File: src/rtl/button_reader_pkg.sv
// Shared constants for the push-button conditioning path: clock rate, default cycle counts, FSM encodings.
// Latency: n/a (constants only).
// Backpressure: n/a.
package button_reader_pkg;

   // SB_HFOSC output frequency; default cycle counts are derived from it.
   localparam int CLK_HZ              = 48_000_000;
   localparam int DEF_DEBOUNCE_CYCLES = CLK_HZ / 100;   // 10 ms
   localparam int DEF_LONG_CYCLES     = CLK_HZ;         // 1 s

   // FSM encodings, kept as plain localparams so other blocks and probes can
   // decode the state without pulling in the enum type.
   localparam logic [2:0] ST_IDLE      = 3'd0;
   localparam logic [2:0] ST_DEB_DOWN  = 3'd1;
   localparam logic [2:0] ST_PRESSED   = 3'd2;
   localparam logic [2:0] ST_LONG_HELD = 3'd3;
   localparam logic [2:0] ST_DEB_UP    = 3'd4;

   typedef enum logic [2:0] {
      IDLE      = ST_IDLE,
      DEB_DOWN  = ST_DEB_DOWN,
      PRESSED   = ST_PRESSED,
      LONG_HELD = ST_LONG_HELD,
      DEB_UP    = ST_DEB_UP
   } state_t;

   // Unpressed pad level for a given polarity; used as the synchroniser reset value.
   function automatic logic idle_pad_level(input logic active_low);
      return active_low;
   endfunction

endpackage

File: src/rtl/button_reader_if.sv
// Bundle of the raw pad input and the conditioned button events.
// Latency: n/a (wiring only).
// Backpressure: none; events are single-cycle strobes the consumer must sample.
interface button_reader_if;

   logic btn_in;
   logic btn_level;
   logic press_pulse;
   logic release_pulse;
   logic short_press;
   logic long_press;
   logic hold_active;

   // master: the button conditioner itself
   modport master (
      input  btn_in,
      output btn_level,
      output press_pulse,
      output release_pulse,
      output short_press,
      output long_press,
      output hold_active
   );

   // slave: the pad side driving btn_in and the logic consuming the events
   modport slave (
      output btn_in,
      input  btn_level,
      input  press_pulse,
      input  release_pulse,
      input  short_press,
      input  long_press,
      input  hold_active
   );

endinterface

File: src/rtl/button_reader_sync_2ff.sv
// Two-flop synchroniser for an asynchronous pad level, reset to a chosen idle value.
// Latency: 2 clk cycles from d to q.
// Backpressure: none.
module button_reader_sync_2ff #(
   parameter logic RST_VAL = 1'b0
) (
   input  logic clk,
   input  logic rst,
   input  logic d,
   output logic q
);

   logic meta;
   logic stable;

   // Two-stage capture; reset to the idle level so reset release never looks like an edge.
   always_ff @(posedge clk or posedge rst) begin
      if (rst) begin
         meta   <= RST_VAL;
         stable <= RST_VAL;
      end else begin
         meta   <= d;
         stable <= meta;
      end
   end

   assign q = stable;

endmodule

File: src/rtl/button_reader.sv
// Push-button conditioner: sync, polarity normalise, debounce, short/long press classification.
// Latency: press/release strobe DEBOUNCE_CYCLES+3 clk after a clean pad change; long_press LONG_CYCLES after press.
// Backpressure: none; all events are registered one-cycle strobes.
module button_reader
   import button_reader_pkg::*;
#(
   parameter int DEBOUNCE_CYCLES = DEF_DEBOUNCE_CYCLES,
   parameter int LONG_CYCLES     = DEF_LONG_CYCLES,
   parameter bit ACTIVE_LOW      = 1'b1
) (
   input  logic           clk,
   input  logic           rst,
   button_reader_if.master bus
);

   localparam int DW = $clog2(DEBOUNCE_CYCLES);
   localparam int HW = $clog2(LONG_CYCLES);

   localparam logic [DW-1:0] DEB_LAST  = DW'(DEBOUNCE_CYCLES - 1);
   localparam logic [HW-1:0] HOLD_LAST = HW'(LONG_CYCLES - 1);

   logic          sync_q;
   logic          p;
   state_t        state;
   logic [DW-1:0] deb_cnt;
   logic [HW-1:0] hold_cnt;
   logic [HW-1:0] hold_next;
   logic          long_flag;

   logic          btn_level_q;
   logic          press_pulse_q;
   logic          release_pulse_q;
   logic          short_press_q;
   logic          long_press_q;
   logic          hold_active_q;

   button_reader_sync_2ff #(
      .RST_VAL (idle_pad_level(ACTIVE_LOW))
   ) u_sync (
      .clk (clk),
      .rst (rst),
      .d   (bus.btn_in),
      .q   (sync_q)
   );

   // Pressed = 1 regardless of pad polarity.
   assign p = ACTIVE_LOW ? ~sync_q : sync_q;

   // Hold counter saturates so a very long hold never wraps back into a short press.
   assign hold_next = (hold_cnt == HOLD_LAST) ? hold_cnt : hold_cnt + HW'(1);

   // Debounce / press-classification FSM with registered strobes and levels.
   always_ff @(posedge clk or posedge rst) begin
      if (rst) begin
         state           <= IDLE;
         deb_cnt         <= '0;
         hold_cnt        <= '0;
         long_flag       <= 1'b0;
         btn_level_q     <= 1'b0;
         press_pulse_q   <= 1'b0;
         release_pulse_q <= 1'b0;
         short_press_q   <= 1'b0;
         long_press_q    <= 1'b0;
         hold_active_q   <= 1'b0;
      end else begin
         press_pulse_q   <= 1'b0;
         release_pulse_q <= 1'b0;
         short_press_q   <= 1'b0;
         long_press_q    <= 1'b0;

         case (state)
            IDLE: begin
               if (p) begin
                  state   <= DEB_DOWN;
                  deb_cnt <= '0;
               end
            end

            DEB_DOWN: begin
               if (!p) begin
                  state <= IDLE;
               end else if (deb_cnt == DEB_LAST) begin
                  state         <= PRESSED;
                  btn_level_q   <= 1'b1;
                  press_pulse_q <= 1'b1;
                  hold_cnt      <= '0;
                  long_flag     <= 1'b0;
               end else begin
                  deb_cnt <= deb_cnt + DW'(1);
               end
            end

            PRESSED: begin
               hold_cnt <= hold_next;
               // Reaching the long threshold wins over a release seen in the same cycle.
               if (hold_cnt == HOLD_LAST) begin
                  state         <= LONG_HELD;
                  long_press_q  <= 1'b1;
                  long_flag     <= 1'b1;
                  hold_active_q <= 1'b1;
               end else if (!p) begin
                  state   <= DEB_UP;
                  deb_cnt <= '0;
               end
            end

            LONG_HELD: begin
               hold_cnt <= hold_next;
               if (!p) begin
                  state   <= DEB_UP;
                  deb_cnt <= '0;
               end
            end

            DEB_UP: begin
               // Hold time keeps accruing while a release is still unconfirmed.
               hold_cnt <= hold_next;
               if (p) begin
                  state <= long_flag ? LONG_HELD : PRESSED;
               end else if (deb_cnt == DEB_LAST) begin
                  state           <= IDLE;
                  btn_level_q     <= 1'b0;
                  release_pulse_q <= 1'b1;
                  short_press_q   <= ~long_flag;
                  hold_active_q   <= 1'b0;
               end else begin
                  deb_cnt <= deb_cnt + DW'(1);
               end
            end

            default: begin
               state <= IDLE;
            end
         endcase
      end
   end

   assign bus.btn_level     = btn_level_q;
   assign bus.press_pulse   = press_pulse_q;
   assign bus.release_pulse = release_pulse_q;
   assign bus.short_press   = short_press_q;
   assign bus.long_press    = long_press_q;
   assign bus.hold_active   = hold_active_q;

endmodule
File: src/flat_wrapper.sv
// flat-port wrapper written by rule: the top's interface ports become plain ports
module button_reader_flat import button_reader_pkg::*;
#(
   parameter int DEBOUNCE_CYCLES = DEF_DEBOUNCE_CYCLES,
   parameter int LONG_CYCLES     = DEF_LONG_CYCLES,
   parameter bit ACTIVE_LOW      = 1'b1
)
  (clk, rst, bus_btn_in, bus_btn_level, bus_press_pulse, bus_release_pulse, bus_short_press, bus_long_press, bus_hold_active);
  button_reader_if bus_i ();
  input  logic clk;
  input  logic rst;
  input wire logic [$bits(bus_i.btn_in)-1:0] bus_btn_in;
  output wire logic [$bits(bus_i.btn_level)-1:0] bus_btn_level;
  output wire logic [$bits(bus_i.press_pulse)-1:0] bus_press_pulse;
  output wire logic [$bits(bus_i.release_pulse)-1:0] bus_release_pulse;
  output wire logic [$bits(bus_i.short_press)-1:0] bus_short_press;
  output wire logic [$bits(bus_i.long_press)-1:0] bus_long_press;
  output wire logic [$bits(bus_i.hold_active)-1:0] bus_hold_active;
  assign bus_i.btn_in = bus_btn_in;
  assign bus_btn_level = bus_i.btn_level;
  assign bus_press_pulse = bus_i.press_pulse;
  assign bus_release_pulse = bus_i.release_pulse;
  assign bus_short_press = bus_i.short_press;
  assign bus_long_press = bus_i.long_press;
  assign bus_hold_active = bus_i.hold_active;
  button_reader #(.DEBOUNCE_CYCLES(DEBOUNCE_CYCLES), .LONG_CYCLES(LONG_CYCLES), .ACTIVE_LOW(ACTIVE_LOW)) u_core (.clk(clk), .rst(rst), .bus(bus_i));
endmodule
File: config.mk
export PLATFORM = sky130hd
export DESIGN_NAME = button_reader_flat
export DESIGN_NICKNAME = d
export VERILOG_FILES = /design/src/rtl/button_reader_pkg.sv /design/src/rtl/button_reader_if.sv /design/src/rtl/button_reader_sync_2ff.sv /design/src/rtl/button_reader.sv /design/src/flat_wrapper.sv
export SDC_FILE = /design/constraint.sdc
export NUM_CORES = 1
export LEC_CHECK = 0
export BUFFER_PORTS_ARGS = -buffer_cell sky130_fd_sc_hd__buf_2
export CAP_MARGIN = 20
export CORE_UTILIZATION = 29
export CTS_CLUSTER_SIZE = 10
export DETAILED_ROUTE_END_ITERATION = 7
export GPL_TIMING_DRIVEN = 1
export HOLD_SLACK_MARGIN = 0.05
export PLACE_DENSITY = 0.48
export REMOVE_ABC_BUFFERS = 1
export SYNTH_ARGS = -nofsm -noshare
export SYNTH_HDL_FRONTEND = slang
export SYNTH_HIERARCHICAL = 1
export SYNTH_SLANG_ARGS = --single-unit
File: constraint.sdc
create_clock -name clk -period 2.8 [get_ports clk]
set_clock_uncertainty 0.05 [all_clocks]
set_input_delay 0.42 -clock clk [delete_from_list [all_inputs] [get_ports clk]]
set_output_delay 0.42 -clock clk [all_outputs]
set_load 0.02 [all_outputs]
==> results of run 1 <==
flip-flops by register name, summed over array words and instances, names as in the netlist:
signal and count:
u_core/state 3, u_core/bus.press_pulse 1, u_core/bus.short_press 1, u_core/hold_cnt 26, u_core/bus.long_press 1, u_core/u_sync/q 1, u_core/bus.release_pulse 1, u_core/long_flag 1
u_core/bus.hold_active 1, u_core/u_sync/meta 1, u_core/deb_cnt 19, u_core/bus.btn_level 1
path summary, 6_finish.rpt:
check                      cells past startpoint                   to
max                                            5  u_core/hold_cnt[15]
min                                            1   u_core/u_sync/meta
max reg2reg                                    5  u_core/hold_cnt[15]
min reg2reg                                    0      u_core/u_sync/q
max in group asynchronous                      4  u_core/hold_cnt[15]
min in group asynchronous                      3   u_core/u_sync/meta
timing repair:
action,in CTS,in global routing
endpoints found under the hold margin,2,0
buffers inserted,0,0
hold buffers,1,0
gates resized for setup,0,0
endpoints found under the setup margin,0,0
kinds of logic (layout without fill, tap and decap cells):
family / count (synthesis) / in the layout
compound gates: 77 / 77
xor+xnor: 14 / 14
fa+ha+maj: 2 / 2
buf+inv: 29 / 50
flops: 57 / 57
mux: 5 / 5
simple gates: 157 / 157
layout by cell type (no fill, tap or decap), drive strengths merged, types with 5 or more instances in the layout:
master,count
xnor2,5
nand2,29
a21oi,16
o31ai,6
mux2i,5
and3,8
o21ai,15
nor4,8
buf,17
dfrtp,55
o211ai,6
nor3,7
nor2,23
nand3,21
nor3b,5
a31oi,8
or3,16
nand4,13
clkbuf,13
inv,16
xor2,9
worst max-delay path, delay by kind of cell, from the launching register on:
family | cells | cell delay (ps)
flip-flops | 1 | 540
AO/OA/AOI/OAI | 3 | 890
AND/OR/NAND/NOR | 2 | 940
cell usage after synthesis, drive strengths merged (3+ instances only):
library cell	instances	share of area [%]
nor4	8	1.6
nor2b	4	0.79
o211a	3	0.94
a31oi	8	1.6
or4	4	0.94
and2	4	0.79
and3	8	1.6
a21oi	16	2.5
o22ai	4	0.79
or3	16	3.1
inv	16	1.9
nand3	21	3.3
and4	3	0.83
nand4	13	2.6
buf	4	0.98
o31ai	6	1.6
nand4b	3	0.83
o211ai	6	1.4
o21ai	15	2.4
xor2	9	2.5
a211o	3	0.83
nor3b	5	1.2
a41oi	4	1.1
dfrtp	55	43
mux2i	5	1.6
nor2	23	2.7
nor3	7	1.1
nand2	29	3.4
xnor2	5	1.4
clkbuf	9	1.1
power groups by stage:
| stage | logic [uW] | clock network [uW] | registers (uW) |
|---|---|---|---|
| detailed placement | 660 | 0 | 1030 |
| floorplan | 458 | 0 | 999 |
| finish | 650 | 791 | 1020 |
| global route | 732 | 862 | 1040 |
| global placement | 655 | 0 | 1030 |
| CTS | 664 | 821 | 1020 |
layout make-up:
class,instances,area share (%)
timing repair buffer,18,3.60
multi-input combinational,255,45.0
inverter,16,1.66
clock buffer,13,4.39
tap,136,4.71
sequential,57,39.5
clock inverter,3,1.11
routing by layer:
| layer | track usage [%] | wire length, um | vias up |
|---|---|---|---|
| li1 | - | - | 1307 |
| met1 | 20.5 | 3760 | 1294 |
| met2 | 21.5 | 3370 | 64 |
| met3 | 3.16 | 353 | 8 |
| met4 | 5.87 | 75 | 0 |
| met5 | 0 | 0 | - |
per-stage QoR:
step	cell area (um2)	instances	setup WS, ps
6_report	3620	498	278
5_1_grt	3620	498	78.9
4_1_cts	3620	498	286
3_5_place_dp	3410	481	308
3_3_place_gp	3410	481	326
2_1_floorplan	3120	328	529
==> results.md, run 1 <==
- Share of layout cells above drive strength 1: 12.2%
- DIE HEIGHT: 107 um
- Synthesis-to-finish area growth: 13.6%
- Synth Area in Adders: less than 1%
- Compound-Gate Fraction of Synth Area: 17.8%
- Worst-Skew Late Latency: 340 ps
- DR vias/cell: 5.37
- Post-synthesis mux area share: 1.57%
- Max clock buf depth: 2
- Final TNS setup: 0 ps
- Synth Cell Area: 3180 um2
- Core area: between 10000 and 15000 um2
- Worst r2r src: u_core/state[1]
- Via Count: 2673
- LEAKAGE: around 0.0015 uW
- Initial antenna violation count: 0
- Cell Int Power: 1590 uW
- Syn Area/Cell: 9.33 um2
- First-pass GRT wire length: 12900 um
- Main synth FF type: dfrtp_1
- Hold Startpoint: bus_btn_in
- WL final: ~7600 um
- #FFs+latches synth: 57
- Die width: between 100 and 150 um
- # fillers: ~1100
- Htree depth: 3
- Critical Path Start Type: register
- Footprint of the multi-input gates: between 1500 and 2000 um2
- Register area share after synthesis: 44.9%
- Relative slew slack: 46.4%
- Tot Pwr: 2460 uW
- Overflow after GRT: 0
- Fmax: 0.397 GHz
- Die ar.: between 10000 and 15000 um2
- Iteration-0 DRC Markers: 117
- Starting Density: 30.4%
- Clock network power share: 32.1%
- Antenna Cells: 0
- NumNets Final: 362
- CTS root buf: clkbuf_8
- P per Cell Area: 681 nW/um2
- Gate power share: 26.4%
- IO buf count: 8
- Final count of pins violating max slew: 0
- I/O pin count: 9
- Max Cap Viol: 0
- Tcrit/Tclk final: between 90% and 100%
- Peak VDD IR: 219 uV
- RSZ-0062 raised after global routing: false
- Syn Inst Count: 341
- Post-layout min period: 2520 ps
- Post-synth EDFFs: 0
- Crit end category: register
- Cells along the critical path: or3b_4 > a2111oi_4 > o31ai_2 > or4_1 > a21oi_1
- GPL Wtd Cong: 0.822
- Worst path max stage delay: 540 ps
- Arr. time, crit path: between 2000 and 3000 ps
- Worst hold path type: primary input to register
- # clock sinks: 57
- Async S/R FF share, synth: 100%
- Worst Tran Pin Value: 797 ps
- Worst-path fanout max: 15
- Sw Share: a little over a third
- Slowest cell on the critical path: dfrtp_1
- Main combinational cell family by area after synthesis: simple AND/OR/NAND/NOR gates
- Yosys cell types: 56
- Post-Synth Simple-Gate Area: 27.2%
- Final Hold Fails: 0
- NetSw: 869 uW
- Yosys warns: 6
- Final Core Density: approximately a third
- Detail Route Antenna Nets: 0
- Status: finished clean
- Row count: 37
- Post-Synth XOR/XNOR Area: under 10%
- # DRC: 0
- Reg-to-reg slack, setup: between 200 and 300 ps
- Worst Setup SP: u_core/state[1]
- CTS buffer count: 9
- Final setup fails: 0
- GRT Overall Usage: 14.5%
- Critical path class: register to register
- Hold WS: 127 ps
- Critical Path RT: ~3000 ps
- Pin count of the biggest net entering global routing: 32
- HPWL after DPL: 5280 um
- CTS tree: yes
- Number of global-route vias before repair: roughly 2500
- Seq pwr share: 41.4%
- DR pass1 iterations: 5
- Clock Pin Slew Worst Setup and Hold Paths: approximately 70 ps
- Reg area: between 1000 and 1500 um2
- Routed wire per std cell: between 15 and 20 um
(Power assumes the default switching activity.)
==> run 2: changes to the inputs <==
Settings changed: REMOVE_ABC_BUFFERS 1 to unset.
==> run 2 against run 1 <==
Effect of this change:
- setup slack gained 44 ps
- maximum frequency grew 1.8%
- routed wire length shrank 2.5%
- register-to-register slack gained 40 ps
- critical path type unchanged
- critical endpoint unchanged
- largest power group unchanged
- highest routed layer unchanged
==> results.md, run 2 (synthesis gave the netlist of run 1 again) <==
- Final WS setup: 322 ps (+43.7 ps)
- Final TNS setup: 0 ps (unchanged)
- Cells along the critical path: or3b_4 > a2111oi_4 > o31ai_2 > or4_1 > a21oi_1
- Fmax: 0.404 GHz (+1.8%)
- HPWL after DPL: 5220 um (-1.1%)
- Most common cell after layout, fill and taps aside: dfrtp_1
- Peak VDD IR: 351 uV (+60%)
- Slowest cell on the critical path: dfrtp_1
- Setup bufs post-CTS: 0 (unchanged)
- Fin area: 3610 um2 (-0.21%)
- WP buf/inv: 0 (unchanged)
- Htree depth: 3 (unchanged)
- Critical path class: register to register
- Status: finished clean
- DP Area: 3420 um2 (+0.51%)
- Initial antenna violation count: 0 (unchanged)
- Final setup fails: 0 (unchanged)
- GRT Overall Usage: 14.7% (+0.16 points)
- FF-to-FF path depth: 5 (unchanged)
- Commonest non-fill, non-tap cells in the layout: dfrtp_1 (55), nand2_1 (29), nor2_1 (23), nand3_1 (21)
- Via Count: 2651 (-0.82%)
- First-pass GRT wire length: 12800 um (-0.53%)
- Tcrit/Tclk final: 88.5% (-1.6 points)
- DIE HEIGHT: 107 um (unchanged)
- Post-layout min period: 2480 ps (-43.7 ps)
- Biggest register: u_core/hold_cnt
- Worst path max stage delay: 530 ps (about the same)
- Die ar.: 11400 um2 (unchanged)
- Final Hold Fails: 0 (unchanged)
- Hold WS: 122 ps (-4.76 ps)
- Overflow after GRT: 0 (unchanged)
- Arr. time, crit path: 2700 ps (-20 ps)
- I/O pin count: 9 (unchanged)
- Final count of pins violating max slew: 0 (unchanged)
- Max Cap Viol: 0 (unchanged)
- CTS root buf: clkbuf_8
- Detail Route Antenna Nets: 0 (unchanged)
- IO buf count: 8 (unchanged)
- Antenna Cells: 0 (unchanged)
- CTS tree: yes
- Largest register FFs: 26 (unchanged)
- Cell Int Power: 1500 uW (-5.6%)
- Iteration-0 DRC Markers: 101 (-14%)
- Worst Setup SP: u_core/state[1]
- Worst-path fanout max: 15 (unchanged)
- Worst Tran Pin Value: 584 ps (-213 ps)
- Number of global-route vias before repair: 2508 (+0.12%)
- NetSw: 848 uW (-2.4%)
- # clock sinks: 57 (unchanged)
- GPL Wtd Cong: 0.805 (-2.1%)
- Starting Density: 30.4% (unchanged)
- Sw Share: 36.1% (+0.75 points)
- Critical Path RT: 3020 ps (+20 ps)
- DR vias/cell: 5.28 (-1.6%)
- DR pass1 iterations: 4 (-1)
- Worst path depth: 5 (unchanged)
- RSZ-0062 raised after global routing: false
- Critical Path Start Type: register
- Clock Pin Slew Worst Setup and Hold Paths: 60 ps (about the same)
- CP endpoint: u_core/hold_cnt[15]
- Die width: 107 um (unchanged)
- NumNets Final: 366 (+1.1%)
- Worst reg2reg path endpoint: u_core/hold_cnt[15]
- Max clock buf depth: 2 (unchanged)
- Post-Place Cells: 485 (+0.83%)
- Clock network power share: 29.3% (-2.8 points)
- Worst-Skew Late Latency: 350 ps (about the same)
- Relative slew slack: 61.1% (+15 points)
- LEAKAGE: 0.00151 uW (+0.42%)
- Row count: 37 (unchanged)
- Post-Place Worst Slack: 324 ps (+15.7 ps)
- P per Cell Area: 652 nW/um2 (-4.3%)
- Crit end category: register
- Post-Syn Nets: between 300 and 400
- Worst r2r src: u_core/state[1]
- Share of layout cells above drive strength 1: 13.1% (+0.96 points)
- Seq pwr share: 43.2% (+1.8 points)
- Finished Layout Cells: 502 (+0.80%)
- # DRC: 0 (unchanged)
- Synthesis-to-finish area growth: 13.4%
- Pin count of the biggest net entering global routing: 37 (+16%)
- Gate power share: 27.6% (+1.2 points)
- Worst hold path type: primary input to register
- CTS buffer count: 9 (unchanged)
- Routed wire per std cell: 14.7 um (-3.3%)
- Core area: 10500 um2 (unchanged)
- WL final: 7360 um (-2.5%)
- Top Registers: u_core/hold_cnt: 26 flops, u_core/deb_cnt: 19 flops, u_core/state: 3 flops
- # fillers: 1110 (+1.8%)
- Reg-to-reg slack, setup: 320 ps (+40 ps)
- CP top delay family: simple AND/OR/NAND/NOR gates
==> run 2: changes by cell type in the layout (fill, tap and decap cells not counted) <==
cell	before	now
buf_4	8	13
buf_12	1	0
bufinv_16	1	0
clkinv_2	2	3
==> run 2: cell type report <==
cell class              count  area [um2]  area share, %
flip-flops and latches     57        1430           39.6
clock buffers              13         159           4.40
clock inverters             3        15.0          0.416
repair buffers             22         148           4.09
multi-input cells         255        1630           45.1
well taps                 136         170           4.72
inverters                  16        60.1           1.66
==> run 2: worst register-to-register path, stage by stage, from the launching register on <==
cell and delay (ps):
dfrtp_1 530, or3b_4 500, a2111oi_4 480, o31ai_2 250
or4_1 440, a21oi_1 150
==> run 2: metal layers <==
metal | routed length (um) | share of wire, % | GRT usage, % | vias to the layer above
met4 | 99 | 1.3 | 6.26 | 0
met3 | 277 | 3.8 | 4.19 | 10
li1 | - | - | - | 1316
met5 | 0 | 0 | 0 | -
met2 | 3450 | 47 | 22.4 | 41
met1 | 3540 | 48 | 19.4 | 1284
==> run 2: stage by stage <==
| step | total power [uW] | utilization [%] |
|---|---|---|
| 2_1_floorplan | 1500 | - |
| 3_3_place_gp | 1680 | 32.7 |
| 3_5_place_dp | 1690 | 32.7 |
| 4_1_cts | 2400 | 34.5 |
| 5_1_grt | 2530 | 34.5 |
| 6_report | 2350 | 34.5 |
==> run 2: repair_timing <==
action,CTS,global route
endpoints found under the hold margin,21,0
hold buffers,1,0
gates resized for setup,0,0
setup endpoints to repair,0,0
==> run 2: worst min path at each step <==
stage / startpoint / end / cells past startpoint
after detailed placement: u_core/u_sync/meta / u_core/u_sync/q / 0
after global routing: bus_btn_in / u_core/u_sync/meta / 1
after global placement: u_core/u_sync/meta / u_core/u_sync/q / 0
after floorplan: rst / u_core/u_sync/meta / 1
after CTS: bus_btn_in / u_core/u_sync/meta / 1
final: bus_btn_in / u_core/u_sync/meta / 1
==> run 2: power groups by stage <==
stage / clock network (uW) / logic (uW) / registers, uW
detailed placement: 0 / 659 / 1030
floorplan: 0 / 534 / 971
CTS: 724 / 660 / 1010
global placement: 0 / 653 / 1030
finish: 688 / 648 / 1020
global route: 759 / 736 / 1030
